[config.mk]
export PLATFORM = sky130hd
export DESIGN_NAME = rom_arbiter
export DESIGN_NICKNAME = d
export VERILOG_FILES = /design/src/rtl/rom_arb_pkg.sv /design/src/rtl/rom_arb_pick.sv /design/src/rtl/rom_arbiter.sv
export SDC_FILE = /design/constraint.sdc
export NUM_CORES = 1
export LEC_CHECK = 0
export CAP_MARGIN = 5
export CORE_ASPECT_RATIO = 2
export CORE_MARGIN = 2
export CORE_UTILIZATION = 36
export DETAILED_ROUTE_END_ITERATION = 12
export GPL_TIMING_DRIVEN = 0
export PLACE_DENSITY = 0.76
export SETUP_SLACK_MARGIN = 0.5
export SYNTH_ARGS = -nofsm -noshare
export SYNTH_HDL_FRONTEND = slang
export SYNTH_SLANG_ARGS = --single-unit
[constraint.sdc]
create_clock -name clk -period 1.55 [get_ports clk]
set_input_delay 0.31 -clock clk [delete_from_list [all_inputs] [get_ports clk]]
set_output_delay 0.31 -clock clk [all_outputs]
set_load 0.005 [all_outputs]
[src/rtl/rom_arb_pkg.sv]
// rom_arb_pkg: shared defaults and owner encoding for the ROM arbiter.
package rom_arb_pkg;
  localparam int AW_DEF = 5;
  localparam int STARVE_MAX_DEF = 4;
  typedef enum logic [1:0] {OWN_NONE, OWN_IF, OWN_LD} owner_e;
endpackage

[src/rtl/rom_arb_pick.sv]
// rom_arb_pick: one-hot grant select between fetch and load requests.
// Ports: if_req/ld_req requests, ld_pri gives load the win on a conflict,
// gnt[0]=fetch grant, gnt[1]=load grant.
module rom_arb_pick (
  input  logic       if_req,
  input  logic       ld_req,
  input  logic       ld_pri,
  output logic [1:0] gnt
);
  always_comb begin
    gnt[1] = ld_req & (ld_pri | ~if_req);
    gnt[0] = if_req & ~gnt[1];
  end
endmodule

[src/rtl/rom_arbiter.sv]
// rom_arbiter: two-port (fetch/load) arbiter in front of a combinational ROM.
// Ports: clk, reset_n (async active-low); fetch port if_req/if_addr ->
// if_gnt/if_rvalid/if_rdata/if_err; load port ld_* likewise;
// rom_addr/rom_instr to the ROM. Macro ROM_ARB_RR_EN selects round-robin
// conflict resolution; undefined gives fetch priority with load starvation cap.
module rom_arbiter
  import rom_arb_pkg::*;
#(
  parameter int AW = AW_DEF,
  parameter int STARVE_MAX = STARVE_MAX_DEF
) (
  input  logic          clk,
  input  logic          reset_n,
  input  logic          if_req,
  input  logic [31:0]   if_addr,
  output logic          if_gnt,
  output logic          if_rvalid,
  output logic [31:0]   if_rdata,
  output logic          if_err,
  input  logic          ld_req,
  input  logic [31:0]   ld_addr,
  output logic          ld_gnt,
  output logic          ld_rvalid,
  output logic [31:0]   ld_rdata,
  output logic          ld_err,
  output logic [AW-1:0] rom_addr,
  input  logic [31:0]   rom_instr
);
  logic [1:0] pick_gnt;
  logic ld_pri;
  logic if_bad;
  logic ld_bad;
  logic [AW-1:0] addr_q;
  function automatic logic bad_addr(input logic [31:0] a);
    return (a[1:0] != 2'b0) || ((a >> (AW + 2)) != 32'b0);
  endfunction
`ifdef ROM_ARB_RR_EN
  owner_e last;
  assign ld_pri = last == OWN_IF;
  always_ff @(posedge clk or negedge reset_n)
    if (!reset_n) last <= OWN_LD;
    else if (if_gnt) last <= OWN_IF;
    else if (ld_gnt) last <= OWN_LD;
`else
  localparam int CW = $clog2(STARVE_MAX + 1);
  logic [CW-1:0] cnt;
  assign ld_pri = cnt == CW'(STARVE_MAX);
  always_ff @(posedge clk or negedge reset_n)
    if (!reset_n) cnt <= '0;
    else if (ld_gnt || !ld_req) cnt <= '0;
    else if (if_gnt) cnt <= cnt + 1'b1;
`endif
  rom_arb_pick u_pick (.if_req(if_req), .ld_req(ld_req), .ld_pri(ld_pri), .gnt(pick_gnt));
  // Grants are gated by reset so nothing is accepted while reset is held.
  always_comb begin
    if_gnt = pick_gnt[0] & reset_n;
    ld_gnt = pick_gnt[1] & reset_n;
    if_bad = bad_addr(if_addr);
    ld_bad = bad_addr(ld_addr);
    rom_addr = if_gnt ? if_addr[AW+1:2] : ld_gnt ? ld_addr[AW+1:2] : addr_q;
  end
  always_ff @(posedge clk or negedge reset_n)
    if (!reset_n) begin
      addr_q <= '0;
      if_rvalid <= 1'b0;
      if_rdata <= '0;
      if_err <= 1'b0;
      ld_rvalid <= 1'b0;
      ld_rdata <= '0;
      ld_err <= 1'b0;
    end else begin
      addr_q <= rom_addr;
      if_rvalid <= if_gnt;
      ld_rvalid <= ld_gnt;
      if (if_gnt) begin
        if_rdata <= if_bad ? '0 : rom_instr;
        if_err <= if_bad;
      end
      if (ld_gnt) begin
        ld_rdata <= ld_bad ? '0 : rom_instr;
        ld_err <= ld_bad;
      end
    end
endmodule

; Word level (Yosys, flattened, before mapping)
; Cells that the tools add are included.
[classes]
add_sub_neg = 1
eq_ne = 1
mux = 6
bitwise = 7
reduce_logical = 9
[ops]
columns = cell, count
row1 = $mux 32, 2
row2 = $reduce_bool 32->1, 2
row3 = $mux 5, 2
row4 = $mux 3, 2
row5 = $reduce_bool 2->1, 3
row6 = $and 1x1->1, 4
row7 = $add 3x1->3 const B, 1
row8 = $eq 3x3->1 const B, 1
row9 = $logic_or 1x1->1, 3
row10 = $not 1->1, 2
row11 = $logic_not 1->1, 1
row12 = $or 1x1->1, 1
[totals]
regBits = 76
in_bits = 100
out_inout_bits = 75
wordCells = 32

; Longest topological paths before layout
[depth]
word_depth = 8
ltp_mapped = 7
mapped_depth_nobuf = 5

; Modules after synthesis
; A second synthesis with hierarchy kept.
[hier_totals]
cells_unflattened = 364
area_unflattened_um2 = 3863.7
[by_module_without_submodules]
columns = mod, n_inst, cells_per_inst, area_per_inst_um2, seq_area_each_um2
row1 = rom_arbiter, 1, 361, 3844.9, 1901.8
row2 = rom_arb_pick, 1, 3, 18.8, 0.0

; Least setup slack after synthesis
; OpenSTA, ideal clock, no wires.
[synth_path]
path_kind = reg2out
from = register cnt[0]
to = output rom_addr[0]
t_arrival_ns = 1.452
required_ns = 1.240
slack_ns = -0.212
path_stages_with_launch = 8
n_path_buf = 2
cell_sequence = dfrtp_1 -> inv_1 -> ha_1 -> and3_1 -> or2_4 -> buf_6 -> buf_6 -> a31oi_1
[synth_via]
elab_chain_cells = 7
elab_cells_between_ends = 9
cone_classes = eq/ne: 1 / mux: 2 / bitwise: 6
[synth_lines]
columns = element, line
row1 = from (decl), rom_arbiter.sv:46  ; logic [CW-1:0] cnt;
row2 = from (signal assigned), rom_arbiter.sv:51  ; else if (if_gnt) cnt <= cnt + 1'b1;
row3 = $eq 3x3->1 (*), rom_arbiter.sv:47  ; assign ld_pri = cnt == CW'(STARVE_MAX);
row4 = $or 1x1->1 (*), rom_arb_pick.sv:11  ; gnt[1] = ld_req & (ld_pri | ~if_req);
row5 = $and 1x1->1 (*), rom_arb_pick.sv:11
row6 = $not 1->1, rom_arb_pick.sv:12  ; gnt[0] = if_req & ~gnt[1];
row7 = $and 1x1->1, rom_arb_pick.sv:12
row8 = $and 1x1->1, rom_arbiter.sv:56  ; if_gnt = pick_gnt[0] & reset_n;
row9 = $mux 5 (*), rom_arbiter.sv:60  ; rom_addr = if_gnt ? if_addr[AW+1:2] : ld_gnt ? ld_addr[AW+1:2] : addr_q;
row10 = to (decl), rom_arbiter.sv:26  ; output logic [AW-1:0] rom_addr,
; Mark *: on every way between the ends. The rest lies on a longest branch, timed or not.

; Worst setup path after layout
[layout_path]
from = register cnt[0]
to = output rom_addr[4]
; The elaborated chain is that of the path after synthesis.

==> flow_summary.ini <==
[global_route]
grt_start_max_net_pins = 36
track_usage = 0.3036
grt_pass1_vias = 4429
grt_antenna_before_repair = 0
grt-ovfl-total = 0
grt_pass1_wl_mm = 23.85

[drt]
drt_wl_total_mm = 16.55
dr.pass1.iters = 5
routed-via-count = 4204
drt-vias-per-instance = 5.929
dr.first_iter.drc_count = 277
wire_per_inst_um = 23.35
ant_nets = 0
remaining_drc_errors = 0

[run_status]
status = complete, but fails checks
violations = negative hold slack, negative setup slack

[floorplanning]
die_w_um = 73.34
core_um2 = 9384
pin_count = 175
die_area_um2 = 10460
rows = 50
dieHeight_um = 142.7
initial_core_util = 0.3689

[synthesis]
yosys.area.top_type_share = 0.5493
synth_cells = 337
yosys.area.top_type = dfrtp_1
synth_nets = 439
netlist_top_cells_area = dfrtp_1 (55%), o41ai_1 (16%), o21ai_0 (9.8%)
synth_warnings = 0
yosysSeqAreaShare = 0.5493
synth_area_um2 = 3462
ys_ff_latch = 76
syn_area_per_cell_um2 = 10.27
synth_cell_types = 29

[worst_setup_path]
startpoint_type = flop
end_kind = output pin
crit_arrival_ns = 1.92
r2r_end = if_rdata[1]
required_ns = 1.24
r2r_start = cnt[0]
worst-r2r-cell-count = 10
rrSetupSlack_ns = -0.65
crit_slowest_cell = dfrtp_1
cp_cell_sequence = inv_2, ha_4, and3_4, or2_4, buf_8, buf_12, a31oi_4, buf_2
cp_max_fo = 6
cpPeakStageDelay_ns = 0.37
path_class = reg2out

[timing]
post-route-period-util = 1.438
clock-skew-final_ns = 0.007455
final.min_clock_period_ns = 2.229
rsz0062_at_grt = yes
slew_headroom = 0.3469
setup_slack_ns = -0.6793
setup-violations-final = 76
worstMarginPinSlew_ns = 0.9796
hold_viol = 32
fmax_ghz = 0.4486
slew_viol_final = 0
holdWs_ns = -0.1670
finalSetupTns_ns = -23.83

[place]
dp_cells = 616
place_congestion = 0.7942
port_buffers = 174
hpwl_mm = 9.703

[clock_tree]
clkSlewWorstSetupHoldPaths_ns = 0.06
clock_path_buffers = 2
tritoncts = yes
cts.sink_count = 76
insertion_delay_ns = 0.34
numCtsBuffers = 9
cts_max_level = 3
root_buffer = clkbuf_16

[pwr]
power.density_nw_per_um2 = 691.2
power.leakage_nw = 4.597
peakVddDrop_v = 0.0007372

[finish]
register_area_um2 = 1902
finalNonFillerCells = 709
area_growth_pct = 117.1
diodes = 0
multi_input_area_um2 = 2436
fin_nets = 703
num-fill-cells = 535
drive_gt1_frac = 0.5107

[hold_path]
hold_path_class = in2async

[job]
maxCapViolations = 0
## flip-flops by register name (all words and copies together), names as in the netlist
signal / count
addr_q: 5
cnt: 3
if_err: 1
if_rdata: 32
if_rvalid: 1
ld_err: 1
ld_rdata: 32
ld_rvalid: 1
## timing repair
action                     CTS  global route
hold endpoints to repair    32            32
buffers inserted            51            22
setup endpoints to repair  151           151
cloned                       5             0
gates resized for setup    454            57
pin swaps                   60            13
## critical path: cells and delay by family (launching register included)
family          cells  cell delay [ns]
simple gates        2             0.43
buf+inv             4             0.48
compound gates      1             0.14
flops               1             0.37
fa+ha+maj           1             0.16
## synth_stat cells
cell / number
or2_4: 1
a21bo_2: 1
buf_6: 2
and3_1: 3
o41ai_1: 64
xor2_1: 1
nor4_1: 12
buf_4: 1
o31a_1: 2
nand2_1: 2
a21boi_0: 2
nand2_2: 2
and2_1: 1
o21bai_1: 1
nor3_1: 7
ha_1: 2
o21ai_1: 1
a31oi_1: 5
nand4_1: 2
o21ai_0: 68
clkbuf_1: 30
nand3_1: 7
nand2b_1: 1
inv_1: 36
xnor2_1: 1
o211ai_1: 1
buf_2: 4
a21o_1: 1
dfrtp_1: 76
## power breakdown
part           switching, mW  leakage, nW  internal, mW
clock network          0.861        0.148          1.40
logic                  0.429         3.41         0.486
registers             0.0129         1.04          2.01
## per-layer routing
metal  GRT usage  share of wire
met5           0              0
met4      0.1646          0.056
met2      0.5529           0.56
met3     0.04234          0.047
met1      0.3251           0.33
## metrics by stage
step	worst slack [ns]	power (mW)	area (µm²)	util	hold slack, ns
final	-0.6793	5.196	7517	0.8011	-0.1670
after global routing	-0.7218	5.347	7517	0.8011	-0.1555
after CTS	-0.6233	5.079	7017	0.7477	-0.1628
after detailed placement	-1.207	2.703	5881	0.6267	0.2861
after global placement	-3.676	2.684	5856	0.6240	0.4745
after floorplan	-0.1481	2.284	3984	-	0.01441
## worst max-delay path by stage
stage / from / end / slack (ns) / cells after the start
6_report: cnt[0] / rom_addr[4] / -0.68 / 8
5_1_grt: cnt[0] / rom_addr[0] / -0.72 / 8
4_1_cts: cnt[0] / rom_addr[2] / -0.62 / 8
3_5_place_dp: ld_req / rom_addr[0] / -1.21 / 6
3_3_place_gp: reset_n / rom_addr[2] / -3.68 / 6
2_1_floorplan: cnt[0] / rom_addr[0] / -0.15 / 7
## layout by cell type (no fill, tap or decap), types with 6 or more instances in the layout
cell and count:
buf_2 73, o21ai_0 39, o21ai_1 13, clkbuf_16 13
clkdlybuf4s50_1 91, dfrtp_1 76, clkbuf_2 10, buf_4 53
o21ai_2 15, o41ai_2 26, nor4_2 7, clkbuf_1 6
dlygate4sd2_1 7, buf_8 7, inv_1 32, buf_6 17
o41ai_4 38, buf_12 8
## final cells by class
cell class                 instances  area share
buffer                            37     0.05010
clock inverter                     5     0.01032
inverter                          36     0.01897
timing repair buffer             253      0.2958
multi-input combinational        188      0.3241
tap                              104     0.01731
clock buffer                      10     0.03046
sequential                        76      0.2530
## cells by family (layout without fill, tap and decap cells)
family | count (synthesis) | after routing | synth area share
simple gates | 38 | 38 | 0.06288
compound gates | 146 | 146 | 0.2895
buf+inv | 73 | 341 | 0.08602
fa+ha+maj | 2 | 2 | 0.007227
flops | 76 | 76 | 0.5493
xor+xnor | 2 | 2 | 0.005061
(Power assumes the default switching activity.)
